`src/rtl/riscv_defines.sv`:
```
// Shared fetch-FSM encoding and default thread configuration for the MT prefetch buffer.
// Pure definitions: no logic, no latency, no flow control.
package riscv_defines;

  localparam int NUM_THREADS_DEF   = 4;
  localparam int THREAD_ADDR_WIDTH = $clog2(NUM_THREADS_DEF);

  typedef enum logic [1:0] {
    IDLE,
    WAIT_GNT,
    WAIT_RVALID
  } fetch_state_e;

  function automatic logic [31:0] word_align(input logic [31:0] a);
    return {a[31:2], 2'b00};
  endfunction

endpackage

```
`src/rtl/riscv_mt_fetch_fifo.sv`:
```
// Single-thread word+address FIFO with flush; head visible combinationally, write lands next cycle.
// Flush beats write and pop in the same cycle; a write into a full FIFO is dropped.
module riscv_mt_fetch_fifo #(
  parameter int DEPTH = 2
) (
  input  logic                       clk,
  input  logic                       rst,
  input  logic                       flush,
  input  logic                       wr_en,
  input  logic [31:0]                wr_data,
  input  logic [31:0]                wr_addr,
  input  logic                       rd_en,
  output logic                       valid,
  output logic [31:0]                rd_data,
  output logic [31:0]                rd_addr,
  output logic [$clog2(DEPTH+1)-1:0] count
);

  localparam int CNT_W = $clog2(DEPTH + 1);
  localparam int PTR_W = (DEPTH > 1) ? $clog2(DEPTH) : 1;

  logic [31:0]      data_mem [DEPTH];
  logic [31:0]      addr_mem [DEPTH];
  logic [PTR_W-1:0] wr_ptr;
  logic [PTR_W-1:0] rd_ptr;
  logic             do_wr;
  logic             do_rd;

  function automatic logic [PTR_W-1:0] ptr_inc(input logic [PTR_W-1:0] p);
    return (p == PTR_W'(DEPTH - 1)) ? '0 : p + PTR_W'(1);
  endfunction

  assign valid   = (count != '0);
  assign do_wr   = wr_en && !flush && (count != CNT_W'(DEPTH));
  assign do_rd   = rd_en && !flush && valid;
  assign rd_data = data_mem[rd_ptr];
  assign rd_addr = addr_mem[rd_ptr];

  always_ff @(posedge clk or posedge rst) begin
    if (rst) begin
      wr_ptr <= '0;
      rd_ptr <= '0;
      count  <= '0;
    end else if (flush) begin
      wr_ptr <= '0;
      rd_ptr <= '0;
      count  <= '0;
    end else begin
      if (do_wr) wr_ptr <= ptr_inc(wr_ptr);
      if (do_rd) rd_ptr <= ptr_inc(rd_ptr);
      count <= count + CNT_W'(do_wr) - CNT_W'(do_rd);
    end
  end

  // Storage is cleared on reset so the head reads as zero until first write.
  always_ff @(posedge clk or posedge rst) begin
    if (rst) begin
      for (int i = 0; i < DEPTH; i++) begin
        data_mem[i] <= '0;
        addr_mem[i] <= '0;
      end
    end else if (do_wr) begin
      data_mem[wr_ptr] <= wr_data;
      addr_mem[wr_ptr] <= wr_addr;
    end
  end

endmodule

```
`src/rtl/riscv_mt_prefetch_buffer.sv`:
```
// Multi-threaded prefetch buffer: per-thread PC and word FIFO, one round-robin shared memory port.
// Earliest data two cycles after request; per-thread credits stop fetching when a FIFO would overfill.
module riscv_mt_prefetch_buffer
  import riscv_defines::*;
#(
  parameter int          NUM_THREADS = NUM_THREADS_DEF,
  parameter int          FIFO_DEPTH  = 2,
  parameter logic [31:0] BOOT_ADDR   = 32'h0000_0080,
  parameter int          THREAD_W    = $clog2(NUM_THREADS)
) (
  input  logic                   clk,
  input  logic                   rst,
  input  logic [NUM_THREADS-1:0] thread_en_i,
  input  logic                   pc_set_i,
  input  logic [THREAD_W-1:0]    pc_set_thread_i,
  input  logic [31:0]            pc_set_addr_i,
  input  logic [THREAD_W-1:0]    rd_thread_i,
  input  logic                   ready_i,
  output logic [NUM_THREADS-1:0] valid_o,
  output logic [31:0]            rdata_o,
  output logic [31:0]            addr_o,
  output logic                   instr_req_o,
  input  logic                   instr_gnt_i,
  output logic [31:0]            instr_addr_o,
  input  logic [31:0]            instr_rdata_i,
  input  logic                   instr_rvalid_i,
  output logic                   busy_o
);

  localparam int CNT_W = $clog2(FIFO_DEPTH + 1);

  fetch_state_e          state_q;
  fetch_state_e          state_d;
  logic [THREAD_W-1:0]   tag_q;
  logic [THREAD_W-1:0]   rr_ptr_q;
  logic [THREAD_W-1:0]   winner;
  logic [THREAD_W-1:0]   req_thread;
  logic [31:0]           addr_q;
  logic                  stale_q;
  logic [31:0]           fetch_pc [NUM_THREADS];

  logic [NUM_THREADS-1:0] eligible;
  logic [NUM_THREADS-1:0] fifo_wr;
  logic [NUM_THREADS-1:0] fifo_rd;
  logic [NUM_THREADS-1:0] fifo_flush;
  logic [CNT_W-1:0]       fifo_cnt  [NUM_THREADS];
  logic [31:0]            fifo_data [NUM_THREADS];
  logic [31:0]            fifo_addr [NUM_THREADS];

  logic any_elig;
  logic new_req;
  logic grant;
  logic req_stale;
  logic redirect_tag;
  logic rsp_accept;

  function automatic logic [THREAD_W-1:0] rr_idx(input logic [THREAD_W-1:0] p, input int off);
    return THREAD_W'((32'(p) + 32'(off)) % NUM_THREADS);
  endfunction

  // Credit: free slots minus the one reserved by an in-flight request for the same thread.
  always_comb begin
    eligible = '0;
    for (int t = 0; t < NUM_THREADS; t++) begin
      eligible[t] = thread_en_i[t]
                 && !(pc_set_i && (pc_set_thread_i == THREAD_W'(t)))
                 && ((32'(fifo_cnt[t])
                      + (((state_q != IDLE) && (tag_q == THREAD_W'(t))) ? 32'd1 : 32'd0))
                     < 32'(FIFO_DEPTH));
    end
  end

  // Scan offsets high to low so the lowest offset from the pointer wins.
  always_comb begin
    winner   = rr_ptr_q;
    any_elig = 1'b0;
    for (int i = NUM_THREADS - 1; i >= 0; i--) begin
      if (eligible[rr_idx(rr_ptr_q, i)]) begin
        winner   = rr_idx(rr_ptr_q, i);
        any_elig = 1'b1;
      end
    end
  end

  always_comb begin
    state_d      = state_q;
    new_req      = 1'b0;
    req_thread   = tag_q;
    req_stale    = stale_q;
    instr_req_o  = 1'b0;
    instr_addr_o = addr_q;
    grant        = 1'b0;

    case (state_q)
      IDLE:        new_req = any_elig;
      WAIT_GNT:    instr_req_o = 1'b1;
      WAIT_RVALID: new_req = instr_rvalid_i && any_elig;
      default:     new_req = 1'b0;
    endcase

    if (rst) new_req = 1'b0;

    if (new_req) begin
      instr_req_o  = 1'b1;
      req_thread   = winner;
      req_stale    = 1'b0;
      instr_addr_o = fetch_pc[winner];
    end

    grant = instr_req_o && instr_gnt_i;

    case (state_q)
      IDLE: begin
        if (new_req) state_d = instr_gnt_i ? WAIT_RVALID : WAIT_GNT;
      end
      WAIT_GNT: begin
        if (instr_gnt_i) state_d = WAIT_RVALID;
      end
      WAIT_RVALID: begin
        if (instr_rvalid_i) begin
          if (new_req) state_d = instr_gnt_i ? WAIT_RVALID : WAIT_GNT;
          else         state_d = IDLE;
        end
      end
      default: state_d = IDLE;
    endcase
  end

  assign redirect_tag = pc_set_i && (pc_set_thread_i == tag_q);
  assign rsp_accept   = (state_q == WAIT_RVALID) && instr_rvalid_i && !stale_q && !redirect_tag;
  assign busy_o       = (state_q != IDLE) || instr_req_o;

  always_ff @(posedge clk or posedge rst) begin
    if (rst) begin
      state_q  <= IDLE;
      tag_q    <= '0;
      addr_q   <= '0;
      stale_q  <= 1'b0;
      rr_ptr_q <= '0;
    end else begin
      state_q <= state_d;
      if (new_req) begin
        tag_q  <= winner;
        addr_q <= fetch_pc[winner];
      end
      if (new_req)                               stale_q <= 1'b0;
      else if ((state_q != IDLE) && redirect_tag) stale_q <= 1'b1;
      if (grant) rr_ptr_q <= rr_idx(req_thread, 1);
    end
  end

  // A stale request must not advance the PC: it already holds the redirect target.
  always_ff @(posedge clk or posedge rst) begin
    if (rst) begin
      for (int t = 0; t < NUM_THREADS; t++) fetch_pc[t] <= BOOT_ADDR;
    end else begin
      for (int t = 0; t < NUM_THREADS; t++) begin
        if (fifo_flush[t])
          fetch_pc[t] <= word_align(pc_set_addr_i);
        else if (grant && !req_stale && (req_thread == THREAD_W'(t)))
          fetch_pc[t] <= fetch_pc[t] + 32'd4;
      end
    end
  end

  for (genvar t = 0; t < NUM_THREADS; t++) begin : g_thread
    assign fifo_wr[t]    = rsp_accept && (tag_q == THREAD_W'(t));
    assign fifo_flush[t] = pc_set_i && (pc_set_thread_i == THREAD_W'(t));
    assign fifo_rd[t]    = ready_i && (rd_thread_i == THREAD_W'(t));

    riscv_mt_fetch_fifo #(
      .DEPTH (FIFO_DEPTH)
    ) u_fifo (
      .clk     (clk),
      .rst     (rst),
      .flush   (fifo_flush[t]),
      .wr_en   (fifo_wr[t]),
      .wr_data (instr_rdata_i),
      .wr_addr (addr_q),
      .rd_en   (fifo_rd[t]),
      .valid   (valid_o[t]),
      .rd_data (fifo_data[t]),
      .rd_addr (fifo_addr[t]),
      .count   (fifo_cnt[t])
    );
  end

  always_comb begin
    rdata_o = '0;
    addr_o  = '0;
    for (int t = 0; t < NUM_THREADS; t++) begin
      if (rd_thread_i == THREAD_W'(t)) begin
        rdata_o = fifo_data[t];
        addr_o  = fifo_addr[t];
      end
    end
  end

endmodule

```
`config.mk`:
```
export PLATFORM = sky130hd
export DESIGN_NAME = riscv_mt_prefetch_buffer
export DESIGN_NICKNAME = d
export VERILOG_FILES = /design/src/rtl/riscv_defines.sv /design/src/rtl/riscv_mt_fetch_fifo.sv /design/src/rtl/riscv_mt_prefetch_buffer.sv
export SDC_FILE = /design/constraint.sdc
export NUM_CORES = 2
export LEC_CHECK = 0
export CAP_MARGIN = 15
export CORE_UTILIZATION = 40
export DETAILED_ROUTE_END_ITERATION = 10
export PLACE_DENSITY_LB_ADDON = 0.25
export SETUP_SLACK_MARGIN = 0.1
export SLEW_MARGIN = 20
export SYNTH_ARGS = -nofsm -noshare
export SYNTH_HDL_FRONTEND = slang
export SYNTH_HIERARCHICAL = 1
export SYNTH_SLANG_ARGS = --single-unit
```
`constraint.sdc`:
```
create_clock -name clk -period 6 [get_ports clk]
set_clock_uncertainty 0.2 [all_clocks]
set_input_delay 1.8 -clock clk [delete_from_list [all_inputs] [get_ports clk]]
set_output_delay 1.8 -clock clk [all_outputs]
set_load 0.1 [all_outputs]
```
==> results.toml <==
[synthesis]
synth_edf_count = 0
yosysMostFrequentCell = "dfrtp_1"
avgSynthCellArea_um2 = 13.1
ys_top_cells_by_area = "dfrtp_1 (50%), mux2_2 (18%), mux2_1 (7.0%), mux4_2 (4.2%), xnor2_1 (2.4%)"
yosys.area.top_type = "dfrtp_1"
ys_warn_count = 6
synth_top_flop_cell = "dfrtp_1"
yosys-top-cells-count = "dfrtp_1 (683), mux2_2 (561), mux2_1 (212)"
synth_top_area_share = 0.500
synth_fp_nets = 2700
synth_cell_type_count = 69
syn_inst = 2610
ys_seq_elements = 687
synth_area_um2 = 34200
synth-seq-area-share = 0.503
ys_async_sr_fraction = 1.00

[worst_hold_path]
hold_start = "g_thread[3].u_fifo/data_mem[40]"
hold_depth = 1
whs_endpoint = "g_thread[3].u_fifo/data_mem[40]"
hold_class = "reg -> reg"

[critical_path]
critPathBufInv = 5
worstRegToRegCells = 16
critPathSlowestCell = "or3b_4"
critPathLaunch = "pc_set_thread_i[0]"
crit_cells = 12
crit_top_cell = "buf_12"
required_ns = 4.00
r2r-start = "tag_q[1]"
worstPathCellList = "buf_8, or3b_4, o211ai_4, o2bb2ai_2, a222oi_1, buf_4, buf_12, buf_6, mux2i_1, a22oi_2, o21a_4, buf_12"
regToRegSetupSlack_ns = 1.82
worstSetupEndpointType = "primary output"
path_class = "in -> out"
cp_max_fo = 6
r2r_end = "fetch_pc[125]"
start_kind = "primary input"
critical-path-max-stage-delay_ns = 0.42
crit_family = "compound AO/OA/AOI/OAI gates"
worstPathArrival_ns = 4.10

[sta]
hold_viol = 0
fin_crit_sh = 1.02
rsz0062_at_grt = "yes"
tightest_slew_ns = 0.989
setup_viol = 29
period_needed_ns = 6.10
slew_headroom = 0.339
layout_setup_ws_ns = -0.103
fmax_mhz = 164
drv_slew = 0
fin_tns_setup_ns = -1.66

[finish]
drive_above_1_share = 0.378
syn2layout_area_growth_pct = 21.8
fin_cells = 4007
multi_input_area_um2 = 16400
insertedDiodeCount = 0
regArea_um2 = 17200
finish.instance_area_um2 = 41600
utilization = 0.495
fillers = 7326
nets = 2902

[global_route]
gr-total-overflow = 0
grt_max_degree = 88
grt_pass1_wl_um = 147000
grt_antenna_before_repair = 2
grt_pass1_vias = 24100
grt_usage = 0.225

[cts]
holdBufCountCts = 0
cts_root_buffer = "clkbuf_16"
clockBufferDepth = 3
clkLatencyLatePin_ns = 0.64
cts.htree.levels = 3
clk_pin_slew_ns = 0.06
clock_sinks = 687
cts_tree = "built"
cts_buffers = 78

[placement]
port-buffer-count = 177
gp_congestion = 0.861
dp_cells = 3854
dpl.hpwl_um = 61000
place_area_um2 = 38400

[floorplanning]
core_area_um2 = 84100
die_area_um2 = 86600
io_pins = 180
die_y_um = 294
initial_core_util = 0.406
std_cell_rows = 106
fp.dieW_um = 294

[run]
drv_cap = 0

[outcome]
violations = "setup timing"
outcome = "finished, violations left"

[routing]
vias = 22300
wl_um = 96800
wire_per_inst_um = 24.2
drt_iter0_markers = 1069
drt-pass1-iter-count = 8
antenna_left = 0
vias_per_cell = 5.57
drc = 0

[power]
power_mw = 23.4
power.density_nw_per_um2 = 563
p_leak_nw = 18.2
peakVddDrop_uv = 581
[placed cells by master (no fill, tap or decap), drive strengths merged, types with 4 or more instances in the layout]
| cell | instances |
|---|---|
| nand4b | 4 |
| o211ai | 7 |
| o21ai | 38 |
| ha | 12 |
| a21bo | 4 |
| nand3 | 44 |
| nor3b | 6 |
| or2 | 6 |
| or3 | 7 |
| clkbuf | 112 |
| xnor2 | 95 |
| nor3 | 60 |
| clkdlybuf4s50 | 68 |
| and3 | 11 |
| mux2 | 773 |
| inv | 38 |
| nand2b | 8 |
| buf | 206 |
| nor4 | 29 |
| nor2b | 18 |
| xor2 | 26 |
| clkinv | 18 |
| and2 | 8 |
| nand2 | 76 |
| mux4 | 64 |
| a32oi | 4 |
| and4 | 12 |
| a22oi | 30 |
| nand4 | 28 |
| nor2 | 131 |
| o221ai | 4 |
| dfrtp | 683 |
| mux2i | 66 |
| o21a | 37 |
| a21oi | 97 |
| dfstp | 4 |
| bufinv | 10 |
[metrics by stage]
step	hold slack, ns	worst slack [ns]
after floorplan	0.254	0.188
after global placement	0.262	-0.656
after detailed placement	0.271	-0.652
after CTS	0.283	-0.0951
after global routing	0.291	-0.154
final	0.278	-0.103
[how the worst max path moves through the flow]
stage                            end  slack, ns
finish              instr_addr_o[17]      -0.10
global route        instr_addr_o[16]      -0.15
CTS                 instr_addr_o[16]       -0.1
detailed placement  instr_addr_o[14]      -0.65
global placement    instr_addr_o[15]      -0.66
floorplan           instr_addr_o[31]       0.19
[state kept, by name, indices dropped and copies added (netlist names)]
name	cells
g_thread.u_fifo/data_mem	256
addr_q	32
g_thread.u_fifo/wr_ptr	4
tag_q	2
g_thread.u_fifo/rd_ptr	4
g_thread.u_fifo/addr_mem	256
g_thread.u_fifo/count	8
rr_ptr_q	2
fetch_pc	120
state_q	2
stale_q	1
[routing by layer]
layer	global-route usage	up-vias	part of all wire
li1	-	9915	-
met3	0.0383	185	0.047
met1	0.283	11700	0.42
met5	0	-	0.00025
met4	0.0672	4	0.028
met2	0.393	555	0.51
[what timing repair did]
item,CTS,global route
gates cloned,2,3
buffers inserted,6,1
pin swaps,31,11
resized for setup,64,29
setup endpoints to repair,34,30
[where the power goes]
group | switching, mW | internal [mW]
combinational | 6.05 | 4.69
clock | 1.98 | 3.06
sequential | 1.44 | 6.21
total | 9.47 | 14.0
[final cells by class]
type                    instances  share of cell area
well taps                    1134              0.0341
clock inverters                32              0.0118
inverters                      36             0.00382
repair buffers                280              0.0874
multi-input cells            1729               0.395
clock buffers                 109              0.0539
flip-flops and latches        687               0.414
[logic make-up (layout without fill, tap and decap cells)]
logic type      after synthesis  after routing  share of synthesized area
mux                         903            903                      0.316
fa+ha+maj                    12             12                    0.00440
simple gates                455            455                     0.0695
compound gates              238            238                     0.0455
flops                       687            687                      0.503
xor+xnor                    121            121                     0.0310
buf+inv                     194            457                     0.0297
Power figures use the tool's default switching activity.
